### config.mk
export PLATFORM = sky130hd
export DESIGN_NAME = rr_arbiter4
export DESIGN_NICKNAME = d
export VERILOG_FILES = /design/src/rtl/rr_arbiter4.sv
export SDC_FILE = /design/constraint.sdc
export NUM_CORES = 1
export LEC_CHECK = 0
export ABC_CLOCK_PERIOD_IN_PS = 3430
export CAP_MARGIN = 20
export CORE_MARGIN = 5
export CORE_UTILIZATION = 55
export DETAILED_ROUTE_END_ITERATION = 12
export GPL_TIMING_DRIVEN = 0
export PLACE_DENSITY = 0.8
export SETUP_SLACK_MARGIN = 0.3
export SLEW_MARGIN = 20
export SYNTH_ARGS = -nofsm -noshare
export SYNTH_HDL_FRONTEND = slang
export SYNTH_SLANG_ARGS = --single-unit
### constraint.sdc
create_clock -name clk -period 3.43 [get_ports clk]
set_input_delay 0.343 -clock clk [delete_from_list [all_inputs] [get_ports clk]]
set_output_delay 0.343 -clock clk [all_outputs]
set_load 0.02 [all_outputs]
### src/rtl/rr_arbiter4.sv
// Four-requester round-robin arbiter with a rotating priority pointer and a
// bounded hold time, so one requester cannot keep the resource while others wait.
module rr_arbiter4 #(
  parameter int MAX_HOLD = 8,
  parameter int CNT_W    = 8
) (
  input  logic       clk,
  input  logic       rst_n,
  input  logic [3:0] req,
  output logic [3:0] gnt,
  output logic [1:0] gnt_idx,
  output logic       gnt_valid
);

  typedef enum logic {IDLE, GRANT} state_t;

  localparam logic [CNT_W-1:0] HOLD_LAST = CNT_W'(MAX_HOLD - 1);

  state_t           state;
  logic [1:0]       ptr;
  logic [CNT_W-1:0] hold_cnt;

  logic [1:0] winner;
  logic [1:0] scan_idx;
  logic       found;
  logic       any_req;
  logic       owner_req;
  logic       others_req;
  logic       keep_grant;

  // First asserted request found scanning upward from ptr, wrapping 3 -> 0.
  always_comb begin
    winner   = ptr;
    found    = 1'b0;
    scan_idx = ptr;
    for (int k = 0; k < 4; k++) begin
      scan_idx = ptr + 2'(k);
      if (!found && req[scan_idx]) begin
        winner = scan_idx;
        found  = 1'b1;
      end
    end
  end

  assign any_req    = |req;
  assign owner_req  = req[gnt_idx];
  assign others_req = |(req & ~gnt);
  assign keep_grant = owner_req && (!others_req || (hold_cnt < HOLD_LAST));

  always_ff @(posedge clk or negedge rst_n) begin
    if (!rst_n) begin
      state     <= IDLE;
      ptr       <= 2'd0;
      hold_cnt  <= '0;
      gnt       <= 4'b0000;
      gnt_idx   <= 2'd0;
      gnt_valid <= 1'b0;
    end else begin
      case (state)
        IDLE: begin
          if (any_req) begin
            gnt       <= 4'b0001 << winner;
            gnt_idx   <= winner;
            gnt_valid <= 1'b1;
            hold_cnt  <= '0;
            ptr       <= winner + 2'd1;
            state     <= GRANT;
          end
        end
        GRANT: begin
          if (keep_grant) begin
            if (hold_cnt < HOLD_LAST)
              hold_cnt <= hold_cnt + 1'b1;
          end else if (any_req) begin
            // Timeout or handoff: ptr already sits past the owner, so on a
            // timeout the current owner is scanned last and cannot win again.
            gnt       <= 4'b0001 << winner;
            gnt_idx   <= winner;
            gnt_valid <= 1'b1;
            hold_cnt  <= '0;
            ptr       <= winner + 2'd1;
          end else begin
            gnt       <= 4'b0000;
            gnt_valid <= 1'b0;
            hold_cnt  <= '0;
            state     <= IDLE;
          end
        end
        default: state <= IDLE;
      endcase
    end
  end

endmodule

== Word level (Yosys, flattened, before mapping) ==
Cells that the tools add are included.
Operators by class
  equal/unequal tests: 3
  shift operators: 1
  add/subtract/negate cells: 5
  bitwise operators: 3
  reduce and logical (&&, ||, !) cells: 13
  magnitude comparators: 6
  multiplexer cells: 36
Operators by type and width (count)
  two-way mux 8 bit: 3
  one-hot mux 8 bit (2 select lines): 1
  < comparator 2 x 3 -> 1 bit (second input constant): 5
  two-way mux 2 bit: 7
  two-way mux 1 bit: 12
  two-way mux 4 bit: 3
  binary-select mux 1 bit (select 2 bit): 5
  adder 8 x 1 -> 8 bit (second input constant): 1
  < comparator 8 x 3 -> 1 bit (second input constant): 1
  one-hot mux 2 bit (2 select lines): 2
  one-hot mux 4 bit (2 select lines): 1
  OR reduction 4 bit: 2
  adder 2 x 1 -> 2 bit (second input constant): 2
  adder 2 bit (second input constant): 2
  bitwise AND 4 bit: 1
  logical AND 1 bit: 4
  zero test 1 bit: 4
  inequality test 2 bit (second input constant): 2
  inverter 4 bit: 1
  one-hot mux 1 bit (2 select lines): 2
  AND reduction 2 bit: 2
  << shifter 1 x 2 -> 4 bit (first input constant): 1
  inequality test 3 x 2 -> 1 bit (second input constant): 1
  logical OR 1 bit: 1
  inverter 1 bit: 1
Word-level totals
  bits of input ports: 6
  register bits: 18
  word-level logic and storage cells: 73

== Longest topological paths before layout ==
  word-level depth: 16
  gate-level depth with buffers: 8

== Worst setup path after synthesis ==
Ideal clock, no wire load.
  path kind: in2reg
  start: input port req[3]
  end: register ptr[1]
  cell stages on the path: 7
  path buffers: 1
  data arrival time: 1.525 ns
  path slack: 1.780 ns
  cells stage by stage: buf_2 nor2_1 a21oi_1 o211ai_1 inv_1 ha_1 mux2_4
On the way
  word-level cells in the longest chain between the ends: 16
RTL lines
  start: declaration: line 9  | input logic [3:0] req,
  binary-select mux 1 bit (select 2 bit): line 38  | if (!found && req[scan_idx]) begin
  two-way mux 1 bit (not written as such): line 38
  two-way mux 1 bit: line 38
  zero test 1 bit: line 38
  logical AND 1 bit: line 38
  two-way mux 1 bit: line 38
  zero test 1 bit: line 38
  logical AND 1 bit: line 38
  two-way mux 1 bit: line 38
  zero test 1 bit: line 38
  logical AND 1 bit: line 38
  two-way mux 2 bit (*): line 38
  net winner[0]: line 23  | logic [1:0] winner;
  adder 2 x 1 -> 2 bit (*): line 66, 81
  two-way mux 2 bit (*): line 61, 74
  two-way mux 2 bit: line 71  | if (keep_grant) begin
  one-hot mux 2 bit (2 select lines) (*): line 59  | case (state)
  end signal: assignment: line 66  | ptr <= winner + 2'd1;
  end signal: assignment: line 81  | ptr <= winner + 2'd1;
  end: declaration: line 20  | logic [1:0] ptr;
Mark *: on every way through the listed nets, which the timed path passes. The rest lies on a longest branch. The select of a mux whose other input is x is not followed.
A chain may end at the register's enable or synchronous reset.

== Worst setup path after layout ==
  start: input port req[0]
  end: register ptr[1]
The elaborated chain is that of the path after synthesis.

==> impl_metrics.yaml <==
status:
  outcome: "completed"
critical_path:
  critPathCaptureType: "register"
  worst-setup-path-type: "in -> reg"
  required_ns: 3.62
  critPathMaxStageDelay_ns: 0.63
  arrival_ns: 2.21
  r2r_cells: 6
  cp_max_fo: 6
  startpoint_type: "input port"
  path_cells: "clkdlybuf4s50_1, nor2b_1, o21ai_0, o211ai_1, inv_1, ha_1, mux2_4"
  crit_slowest_cell: "clkdlybuf4s50_1"
  reg2reg_slack_ns: 1.66
  r2r-end: "ptr[1]$_DFFE_PN0P_"
  r2r-start: "ptr[1]$_DFFE_PN0P_"
place:
  globalplace.congestion: 0.748
  io_buffers: 11
  dpl.hpwl_um: 1300
  place_area_um2: 1080
  post-place-cells: 114
floorplanning:
  core_area_um2: 1690
  start_util: 0.563
  die_area_um2: 2660
  fp.dieH_um: 51.6
  dieWidth_um: 51.6
  io_pins: 13
  rows: 15
clock_network:
  postCtsHoldBufs: 0
  cts-resized-gates: 0
  cts_root_buf: "clkbuf_4"
  clk_latency_ns: 0.29
  cts.sinks: 18
  cts_setup_buffers: 0
  numCtsBuffers: 3
  cts.path.max_buffers: 2
  cts.htree.levels: 1
  clkTransAtPathRegs_ns: 0.11
  cts_tree: "built"
hold_path:
  min_path_cells: 3
  holdPathEnd: "state$_DFF_PN0_"
  hold_start: "req[3]"
  hp-class: "in -> reg"
power_and_ir_drop:
  power_switching_share: 0.378
  switching_power_mw: 0.338
  p_int_mw: 0.557
  total_power_mw: 0.895
  power.share.clock: 0.145
  p_comb_frac: 0.487
  vdd_drop_max_v: 0.000513
  sequentialPowerShare: 0.367
  leakage_nw: 0.540
  powerDensity_nw_per_um2: 800
synth:
  ys_types: 28
  synth_largest_area_cell: "dfrtp_1"
  yosysSeqAreaShare: 0.474
  synthFlopType: "dfrtp_1"
  syn_nets: 97
  synth-async-reset-ratio: 1.00
  ys_ff_latch: 18
  synth_area_leaders: "dfrtp_1, ha_1, mux2_4"
  synth_warnings: 0
  netlist_area_um2: 951
  synth_cells: 86
  synth_edf_count: 0
  yosys.area.top_type_share: 0.474
  syn_avg_cell_area_um2: 11.1
layout:
  antenna_cells: 0
  num-nets-final: 113
  stdcell_count: 118
  drive_gt1_frac: 0.158
  fin_area_um2: 1120
  syn2layout_area_growth_pct: 17.6
flow_run:
  maxCapViolCount: 0
sta:
  hold_viol: 0
  fmax_mhz: 496
  rsz0062_at_grt: "no"
  min_period_ns: 2.02
  final-max-slew-violation-count: 0
  fin_setup_tns_ns: 0
  fin_skew_ns: 0.00837
  post-route-period-util: 0.588
  whs_ns: 0.399
  slew_headroom: 0.486
  setup-violations-final: 0
  worst_pin_slew_ns: 0.768
routing:
  first_pass_iters: 4
  via_per_inst: 5.57
  vias: 657
  dr.first_iter.drc_count: 10
  ant_nets: 0
  routed_wl_um: 1740
  wire_per_inst_um: 14.7
  remaining_drc_errors: 0
grt:
  grt_first_pass_wirelength_um: 3150
  grt_util_all_layers: 0.158
  grt-ovfl-total: 0
  grt_pass1_vias: 690
  antenna_found_initial: 0
  grt_max_degree: 19
[final cells by class]
cell class	count	area [µm²]
clock buffers	4	36.3
flip-flops and latches	18	450
plain buffers	2	10.0
multi-input cells	60	468
fillers	125	571
repair buffers	11	110
well taps	17	21.3
inverters	6	22.5
[synth_stat cells, types with 2 or more instances]
cell	count
nor2_1	7
inv_2	2
ha_1	5
nor2b_1	2
nand2b_1	4
mux2i_1	3
a21oi_1	4
buf_2	2
nand2_1	6
dfrtp_1	18
mux2_4	3
inv_1	4
a22o_1	5
o21ai_0	4
and2_1	4
[kinds of logic after synthesis]
kind of cell | share of synthesized area
muxes | 0.0908
DFF | 0.474
AOI/OAI and AO/OA | 0.171
and+or+nand+nor | 0.164
adders and majority gates | 0.0658
buffers and inverters | 0.0342
[worst max-delay path, delay by kind of cell]
family / cells / cell delay [ns]
fa+ha+maj: 1 / 0.32
buf+inv: 2 / 0.80
mux: 1 / 0.25
compound gates: 2 / 0.27
simple gates: 1 / 0.22
[routing by layer]
layer  up-vias  GRT usage  share of wire
li1        332          -              -
met1       307      0.220           0.50
met2        16      0.237           0.45
met3         2     0.0487          0.051
met4         0     0.0393         0.0029
met5         -          0              0
[through the flow]
step / utilization / worst slack (ns)
after floorplan: - / 1.78
after global placement: 0.641 / 1.16
after detailed placement: 0.641 / 1.12
after CTS: 0.662 / 1.44
after global routing: 0.662 / 1.36
final: 0.662 / 1.41
[power by group through the flow]
| stage | Clock, mW | Sequential [mW] | Combinational [mW] |
|---|---|---|---|
| 2_1_floorplan | 0 | 0.363 | 0.265 |
| 3_3_place_gp | 0 | 0.330 | 0.425 |
| 3_5_place_dp | 0 | 0.332 | 0.439 |
| 4_1_cts | 0.133 | 0.329 | 0.441 |
| 5_1_grt | 0.146 | 0.341 | 0.475 |
| 6_report | 0.130 | 0.329 | 0.436 |
[flip-flops by register name (all words and copies together) (netlist names)]
| name | count |
|---|---|
| gnt | 4 |
| gnt_idx | 2 |
| state | 1 |
| ptr | 2 |
| hold_cnt | 8 |
| gnt_valid | 1 |
[cell usage in the layout, fill, tap and decap left out]
cell type	instances
a41oi_1	1
nor4_4	1
clkbuf_4	3
nor2_4	1
o21ai_0	4
buf_2	2
nand2_1	6
o211ai_1	1
and2_1	4
o311ai_0	1
nor2b_1	2
o22ai_1	1
mux2_2	1
a22o_1	5
clkbuf_8	1
o22a_1	1
dfrtp_1	18
a21oi_4	1
or2_1	1
o2111ai_2	1
nor4_1	1
nor2_1	7
nand2b_1	4
inv_2	2
inv_1	4
mux2i_1	3
a21oi_1	4
a21o_1	1
ha_1	5
clkdlybuf4s50_1	11
mux2_4	3
[worst max-delay path by stage]
stage | start | end | slack, ns | depth (start not counted)
finish | req[0] | ptr[1]$_DFFE_PN0P_ | 1.41 | 7
global route | req[0] | ptr[1]$_DFFE_PN0P_ | 1.36 | 7
CTS | req[0] | ptr[1]$_DFFE_PN0P_ | 1.44 | 7
detailed placement | req[0] | ptr[1]$_DFFE_PN0P_ | 1.12 | 7
global placement | req[0] | ptr[1]$_DFFE_PN0P_ | 1.16 | 7
floorplan | req[3] | ptr[1]$_DFFE_PN0P_ | 1.78 | 7
No activity file was read; power rests on OpenSTA's default activity.
